[config.mk]
export PLATFORM = sky130hd
export DESIGN_NAME = camera_capture
export DESIGN_NICKNAME = d
export VERILOG_FILES = /design/src/rtl/camera_capture.sv
export SDC_FILE = /design/constraint.sdc
export NUM_CORES = 1
export LEC_CHECK = 0
export BUFFER_PORTS_ARGS = -buffer_cell sky130_fd_sc_hd__buf_2
export CORE_AREA = 2 2 100 102
export CTS_CLUSTER_SIZE = 14
export DETAILED_ROUTE_END_ITERATION = 16
export DIE_AREA = 0 0 102 104
export GPL_TIMING_DRIVEN = 0
export PLACE_DENSITY = 0.76
export SLEW_MARGIN = 20
export SYNTH_ARGS = -nofsm -noshare
export SYNTH_HDL_FRONTEND = slang
export SYNTH_SLANG_ARGS = --single-unit
export TNS_END_PERCENT = 10
[constraint.sdc]
create_clock -name clk -period 2.6 [get_ports clk]
set_clock_uncertainty 0.15 [all_clocks]
set_input_delay 0.13 -clock clk [delete_from_list [all_inputs] [get_ports clk]]
set_output_delay 0.13 -clock clk [all_outputs]
set_load 0.1 [all_outputs]
[src/rtl/camera_capture.sv]
// Captures one RGB565 camera frame per request into BRAM as RGB444.
// Inputs are registered once; all sync-edge detection uses the registered copies.
module camera_capture #(
    parameter int H_ACTIVE = 640,
    parameter int V_ACTIVE = 480,
    parameter int ADDR_W   = 19
) (
    input  logic              clk,
    input  logic              rst,
    input  logic              capture_start,
    input  logic              cam_vsync,
    input  logic              cam_href,
    input  logic [7:0]        cam_data,
    output logic              bram_we,
    output logic [ADDR_W-1:0] bram_addr,
    output logic [11:0]       bram_wdata,
    output logic              busy,
    output logic              frame_done,
    output logic              display_enable,
    output logic [ADDR_W-1:0] pixel_count
);

    localparam int XW = $clog2(H_ACTIVE + 1);
    localparam int YW = $clog2(V_ACTIVE + 1);
    localparam logic [XW-1:0]     X_LIMIT = XW'(H_ACTIVE);
    localparam logic [YW-1:0]     Y_LIMIT = YW'(V_ACTIVE);
    localparam logic [ADDR_W-1:0] ROW_STEP = ADDR_W'(H_ACTIVE);

    typedef enum logic [1:0] {
        IDLE,
        WAIT_VSYNC,
        CAPTURE,
        DONE
    } state_t;

    state_t state_q, state_d;

    logic       vsync_q, vsync_d;
    logic       href_q, href_d;
    logic [7:0] data_q, data_d;
    logic       vsync_prev_q, vsync_prev_d;
    logic       href_prev_q, href_prev_d;

    logic              phase_q, phase_d;
    logic [6:0]        hi_q, hi_d;
    logic [XW-1:0]     x_q, x_d;
    logic [YW-1:0]     y_q, y_d;
    logic [ADDR_W-1:0] row_base_q, row_base_d;
    logic              we_q, we_d;
    logic [ADDR_W-1:0] addr_q, addr_d;
    logic [11:0]       wdata_q, wdata_d;
    logic [ADDR_W-1:0] pixel_count_q, pixel_count_d;
    logic              display_enable_q, display_enable_d;

    logic vsync_fall, vsync_rise, href_fall;

    assign vsync_fall = vsync_prev_q & ~vsync_q;
    assign vsync_rise = ~vsync_prev_q & vsync_q;
    assign href_fall  = href_prev_q & ~href_q;

    always_comb begin
        state_d          = state_q;
        vsync_d          = cam_vsync;
        href_d           = cam_href;
        data_d           = cam_data;
        vsync_prev_d     = vsync_q;
        href_prev_d      = href_q;
        phase_d          = phase_q;
        hi_d             = hi_q;
        x_d              = x_q;
        y_d              = y_q;
        row_base_d       = row_base_q;
        we_d             = 1'b0;
        addr_d           = addr_q;
        wdata_d          = wdata_q;
        pixel_count_d    = pixel_count_q;
        display_enable_d = display_enable_q;

        case (state_q)
            IDLE: begin
                if (capture_start) begin
                    state_d          = WAIT_VSYNC;
                    display_enable_d = 1'b0;
                end
            end

            WAIT_VSYNC: begin
                if (vsync_fall) begin
                    state_d       = CAPTURE;
                    x_d           = '0;
                    y_d           = '0;
                    row_base_d    = '0;
                    phase_d       = 1'b0;
                    pixel_count_d = '0;
                end
            end

            CAPTURE: begin
                if (vsync_rise) begin
                    state_d          = DONE;
                    display_enable_d = 1'b1;
                end
                // A byte arriving on the closing vsync edge is still processed so its write completes.
                if (href_q) begin
                    if (!phase_q) begin
                        hi_d    = {data_q[7:4], data_q[2:0]};
                        phase_d = 1'b1;
                    end else begin
                        phase_d = 1'b0;
                        if (x_q < X_LIMIT && y_q < Y_LIMIT) begin
                            we_d          = 1'b1;
                            addr_d        = row_base_q + ADDR_W'(x_q);
                            wdata_d       = {hi_q[6:3], hi_q[2:0], data_q[7], data_q[4:1]};
                            x_d           = x_q + XW'(1);
                            pixel_count_d = pixel_count_q + ADDR_W'(1);
                        end
                    end
                end else if (href_fall) begin
                    x_d     = '0;
                    phase_d = 1'b0;
                    if (y_q < Y_LIMIT) begin
                        y_d        = y_q + YW'(1);
                        row_base_d = row_base_q + ROW_STEP;
                    end
                end
            end

            DONE: begin
                state_d = IDLE;
            end

            default: begin
                state_d = IDLE;
            end
        endcase
    end

    always_ff @(posedge clk) begin
        if (rst) begin
            state_q          <= IDLE;
            vsync_q          <= 1'b0;
            href_q           <= 1'b0;
            data_q           <= '0;
            vsync_prev_q     <= 1'b0;
            href_prev_q      <= 1'b0;
            phase_q          <= 1'b0;
            hi_q             <= '0;
            x_q              <= '0;
            y_q              <= '0;
            row_base_q       <= '0;
            we_q             <= 1'b0;
            addr_q           <= '0;
            wdata_q          <= '0;
            pixel_count_q    <= '0;
            display_enable_q <= 1'b0;
        end else begin
            state_q          <= state_d;
            vsync_q          <= vsync_d;
            href_q           <= href_d;
            data_q           <= data_d;
            vsync_prev_q     <= vsync_prev_d;
            href_prev_q      <= href_prev_d;
            phase_q          <= phase_d;
            hi_q             <= hi_d;
            x_q              <= x_d;
            y_q              <= y_d;
            row_base_q       <= row_base_d;
            we_q             <= we_d;
            addr_q           <= addr_d;
            wdata_q          <= wdata_d;
            pixel_count_q    <= pixel_count_d;
            display_enable_q <= display_enable_d;
        end
    end

    assign bram_we        = we_q;
    assign bram_addr      = addr_q;
    assign bram_wdata     = wdata_q;
    assign pixel_count    = pixel_count_q;
    assign display_enable = display_enable_q;
    assign busy           = (state_q == WAIT_VSYNC) || (state_q == CAPTURE);
    assign frame_done     = (state_q == DONE);

endmodule

After elaboration in Yosys (flattened, before gate mapping). Index checks and enable logic that the tools add are counted.

Output and inout port bits: 54. Word-level logic and storage cells: 93. Register bits: 112.

Reduce and logical (&&, ||, !) cells: 14. Multiplexer cells: 33. Equality and inequality tests: 15. Add/sub/neg operators: 5. Bitwise gates (word level): 8. $lt $le $gt $ge: 2.

Operators by type and width (number): $mux W19 (7); $pmux W19 S2 (2); $mux W10 (5); $mux W9 (4); $pmux W10 S2 (1); $add A19 B1 Y19 const B (1); $add A19 B10 Y19 (1); $add A19 B10 Y19 const B (1); $ne A2 B2 Y1 const B (9); $pmux W9 S2 (1); $reduce_and A5 Y1 (3); $reduce_and A3 Y1 (4); $add A10 B1 Y10 const B (1); $lt A10 B10 Y1 const B (1); $add A9 B1 Y9 const B (1); $lt A9 B9 Y1 const B (1); $ne A3 B3 Y1 const B (3); $pmux W2 S4 (1); $mux W1 (7); $mux W2 (3); $not A1 Y1 (5); $eq A2 B2 Y1 const B (2); $pmux W1 S2 (2); $reduce_and A4 Y1 (1); 7 further kinds (10).

Longest topological paths before layout.
Word-level depth: 6. Depth in mapped cells: 10. Mapped depth without buffers: 7.

Worst setup path after synthesis. Ideal clock, no wire load.

Kind: register to register. Start point: register pixel_count_q[3] (netlist: pixel_count[3]). End point: register pixel_count_q[15] (netlist: pixel_count[15]). Path slack: 0.002 ns. Data required time: 2.379 ns. Arrival time: 2.377 ns. Library setup time: 0.071 ns. Path buffers: 0. Stages on the path, launching flop included: 5. Cell sequence: dfxtp_1 > nand4_1 > or2_1 > or4_1 > a21oi_1.

Cells in the longest elaborated chain, start to end: 5.

RTL lines: start, declared (RTL line 52) `logic [ADDR_W-1:0] pixel_count_q, pixel_count_d;`; start signal, assigned (RTL line 171) `pixel_count_q <= pixel_count_d;`; $add A19 B1 Y19 (RTL line 115) `pixel_count_d = pixel_count_q + ADDR_W'(1);`; $mux W19 (RTL line 110) `if (x_q < X_LIMIT && y_q < Y_LIMIT) begin`; $mux W19 (RTL line 105) `if (!phase_q) begin`; $mux W19 (RTL line 104) `if (href_q) begin`; $pmux W19 S2 (RTL line 79) `case (state_q)`.

No other way between the ends. The select of a mux whose other input is x is not followed. A chain may end at the register's enable or synchronous reset.

Worst setup path after layout.
Start point: register state_q[0]. End point: register x_q[6].

Cells in the longest elaborated chain, start to end: 3. Elaborated cells between the ends (all ways): 9.

RTL lines: start, declared (RTL line 36) `state_t state_q, state_d;`; start signal, assigned (RTL line 157) `state_q <= state_d;`; $eq A2 B2 Y1 / $eq A2 B1 Y1 (equally long branches) (RTL line 79); $ne A3 B3 Y1 (no line) (tied with other cells); $reduce_and A5 Y1 (no line); end signal, assigned (RTL line 148) `x_q <= '0;`; end signal, assigned (RTL line 165) `x_q <= x_d;`; end, declared (RTL line 46) `logic [XW-1:0] x_q, x_d;`.

Parallel ways exist; a longest one is shown, timed or not.

==> key figures <==
STA
  • RSZ-0062 raised after global routing: false
  • Setup Viol. Count Final: 0
  • Slew HR: 58.6%
  • F_max: 422 MHz
  • Fin crit period: 2.37 ns
  • Setup ws final: 0.229 ns
  • Hold Vio Cnt, Final: 0
  • Slew @ Worst Pin: 0.617 ns
  • Crit share post-route: 91.2%
  • WHS: 0.192 ns
  • Max Slew Vio Count: 0
  • Setup TNS: 0 ns

Power
  • VDD IR max: 0.000428 V
  • PD cells: 633 nW/um2
  • Leakage: 1.99 nW

GRT
  • Vias in the first global route: 3,931
  • Total global routing overflow: 0
  • Pin count of the biggest net entering global routing: 20
  • Initial antenna violation count: 0
  • First-pass GRT wire length: 18,200 um
  • All-layer global routing usage: 21.5%

Final layout
  • Final Non-Filler Cells: 772
  • NumNets Final: 660
  • Fill count: 895
  • Layout cells sized above 1: 16.0%
  • Antenna Cells: 0
  • Layout area overhead: 17.1%

Synth
  • Adder and majority cell fraction of the synthesized area: 3.52%
  • FFs w/ async S/R, synth: 0%
  • Cell Area, Synth: 4620 um2
  • Synth Area in Compound Gates: 13.9%
  • Seq/Total Area, Yosys: 45.5%
  • Post-Syn Nets: 573
  • Post-synth top area cell: dfxtp_1
  • Synth unique cells: 53
  • Mux cell area share after synthesis: 1.08%
  • Synth warnings: 0
  • EDFF count, synth: 0
  • FF+latch count, synth: 105
  • Top-count cell post-synth: dfxtp_1
  • Largest family of logic cells by synthesized area: simple AND/OR/NAND/NOR gates
  • Post-synthesis instance total: 547
  • Simple-Gate Fraction of Synth Area: 25.6%
  • Area contributors post-synth: dfxtp_1 (45%), nand2_1 (6.6%), xnor2_1 (5.7%)
  • Top cells by count, synth: dfxtp_1 (105), nand2_1 (81), nor2_1 (59), a21oi_1 (51), xnor2_1 (30)
  • Avg Cell Area, Syn: 8.45 um2
  • Post-synthesis xor/xnor area fraction: 7.01%
  • Ys flop type: dfxtp_1
  • Synth top area share: 45.5%

Clock network
  • Root Driver: clkbuf_8
  • Clk_lat worst skew: 0.39 ns
  • CTS Buf Count: 9
  • CTS H-tree depth: 3
  • Clk sink count: 105
  • Max clock buf depth: 2
  • TritonCTS clock tree: done
  • Clock slew at reported path FFs: 0.10 ns

Floorplanning
  • Core area: 9550 um2
  • Die area: 10,600 um2
  • Top Ports: 67
  • Num rows: 36
  • Initial core utilization: 48.4%
  • Die Y: 104 um
  • Die width: 102 um

Placed design
  • Post-place setup slack: 0.143 ns
  • Final HPWL DP: 7850 um
  • I/O Buffers: 65
  • Placer Congestion: 0.870
  • # placed instances: 745

Detailed routing
  • Drt first pass iters: 5
  • Drt total wl: 11,000 um
  • Antenna-violating nets left: 0
  • Routed vias: 4,157
  • Via density: 5.38
  • Initial DRC Count: 164
  • # DRC: 0
  • Drt wl/cell: 14.3 um

Setup path
  • Critical Path RT: 2.71 ns
  • Crit end category: register
  • Slowest stage delay, CP: 0.38 ns
  • CP Launch Type: register
  • CP Class: reg -> reg
  • Worst endpoint data arrival time: 2.48 ns
  • Critical path peak fanout: 10
  • Worst path cell trace: inv_1, ha_1, buf_4, nand2b_1, a22o_1, buf_2, nor4_1, xnor2_1, nor2_1
  • Worst-path cell with the longest stage delay: dfxtp_1

Run
  • Max Cap Viol: 0

Status
  • Status: completed

Worst hold path
  • Worst hold path type: in -> reg
-- metrics by stage --
step | power [mW] | cell area [um2] | util (%)
after floorplan | 2.31 | 4620 | -
after global placement | 2.45 | 5120 | 53.6
after detailed placement | 2.48 | 5120 | 53.6
after CTS | 3.45 | 5410 | 56.6
after global routing | 3.60 | 5410 | 56.7
final | 3.43 | 5410 | 56.7
-- report_power, final --
group          switching [mW]  internal, mW
Sequential             0.0332          1.65
Combinational           0.575         0.218
Clock                   0.591         0.361
Total                    1.20          2.23
-- final cells by class --
class | count | area, um2 | share of cell area, %
sequential | 105 | 2100 | 38.8
buffer | 28 | 123 | 2.26
multi-input combinational | 405 | 2370 | 43.8
clock buffer | 9 | 124 | 2.29
tap | 133 | 166 | 3.07
clock inverter | 7 | 57.6 | 1.06
inverter | 9 | 33.8 | 0.624
timing repair buffer | 76 | 435 | 8.04
-- what timing repair did --
item / CTS / global route
gates resized for setup: 0 / 1
hold buffers: 11 / 0
setup buffers: 0 / 0
setup endpoints to repair: 0 / 3
hold endpoints to repair: 11 / 0
-- logic make-up after synthesis --
group                      count (synthesis)
buffers and inverters                     37
other                                      1
DFF                                      105
and+or+nand+nor                          246
adders and majority gates                 13
AOI/OAI and AO/OA                        103
muxes                                      5
xor gates and xnor gates                  37
-- placed cells by master, fill, tap and decap left out, types with 5 or more instances in the layout --
cell type / n
xnor2_1: 30
nand4_1: 8
o21ai_0: 12
nor3_1: 13
nor4_1: 12
nor2b_1: 14
nand2_1: 81
inv_1: 9
dlygate4sd3_1: 11
dfxtp_1: 105
or2_2: 5
clkbuf_8: 9
or3_1: 7
nand3_1: 21
a21oi_1: 51
mux2i_1: 5
xor2_1: 7
buf_2: 72
or4_1: 6
ha_1: 13
clkbuf_1: 18
a211oi_1: 12
nor2_1: 59
-- state kept, by name, summed over array words and instances, names as in the netlist, 7 cells and up --
register / cells
bram_addr: 19
bram_wdata: 12
y_q: 9
data_q: 8
x_q: 10
row_base_q: 12
hi_q: 7
pixel_count: 19
-- critical path: cells and delay by family (launching register included) --
kind / cells / cell delay (ns)
AO/OA/AOI/OAI: 1 / 0.25
XOR/XNOR: 1 / 0.18
adder cells (fa/ha/maj): 1 / 0.21
buffers and inverters: 3 / 0.48
flip-flops: 1 / 0.38
AND/OR/NAND/NOR: 3 / 0.59
-- layer usage --
metal / wire, um / vias to the layer above / GRT usage [%]
met5: 0 / - / 0
met4: 180 / 0 / 7.05
met3: 552 / 18 / 5.78
met2: 5340 / 93 / 34.8
met1: 4940 / 1965 / 27.5
li1: - / 2081 / -
-- path summary, 6_finish.rpt --
path	to	from	depth (start not counted)	slack, ns
worst max-delay path	x_q[6]	state_q[0]	9	0.23
worst min-delay path	state_q[0]	rst	3	0.19
worst max register to register	x_q[6]	state_q[0]	9	0.23
worst min register to register	hi_q[5]	data_q[6]	2	0.30
No activity file was read; power rests on OpenSTA's default activity.
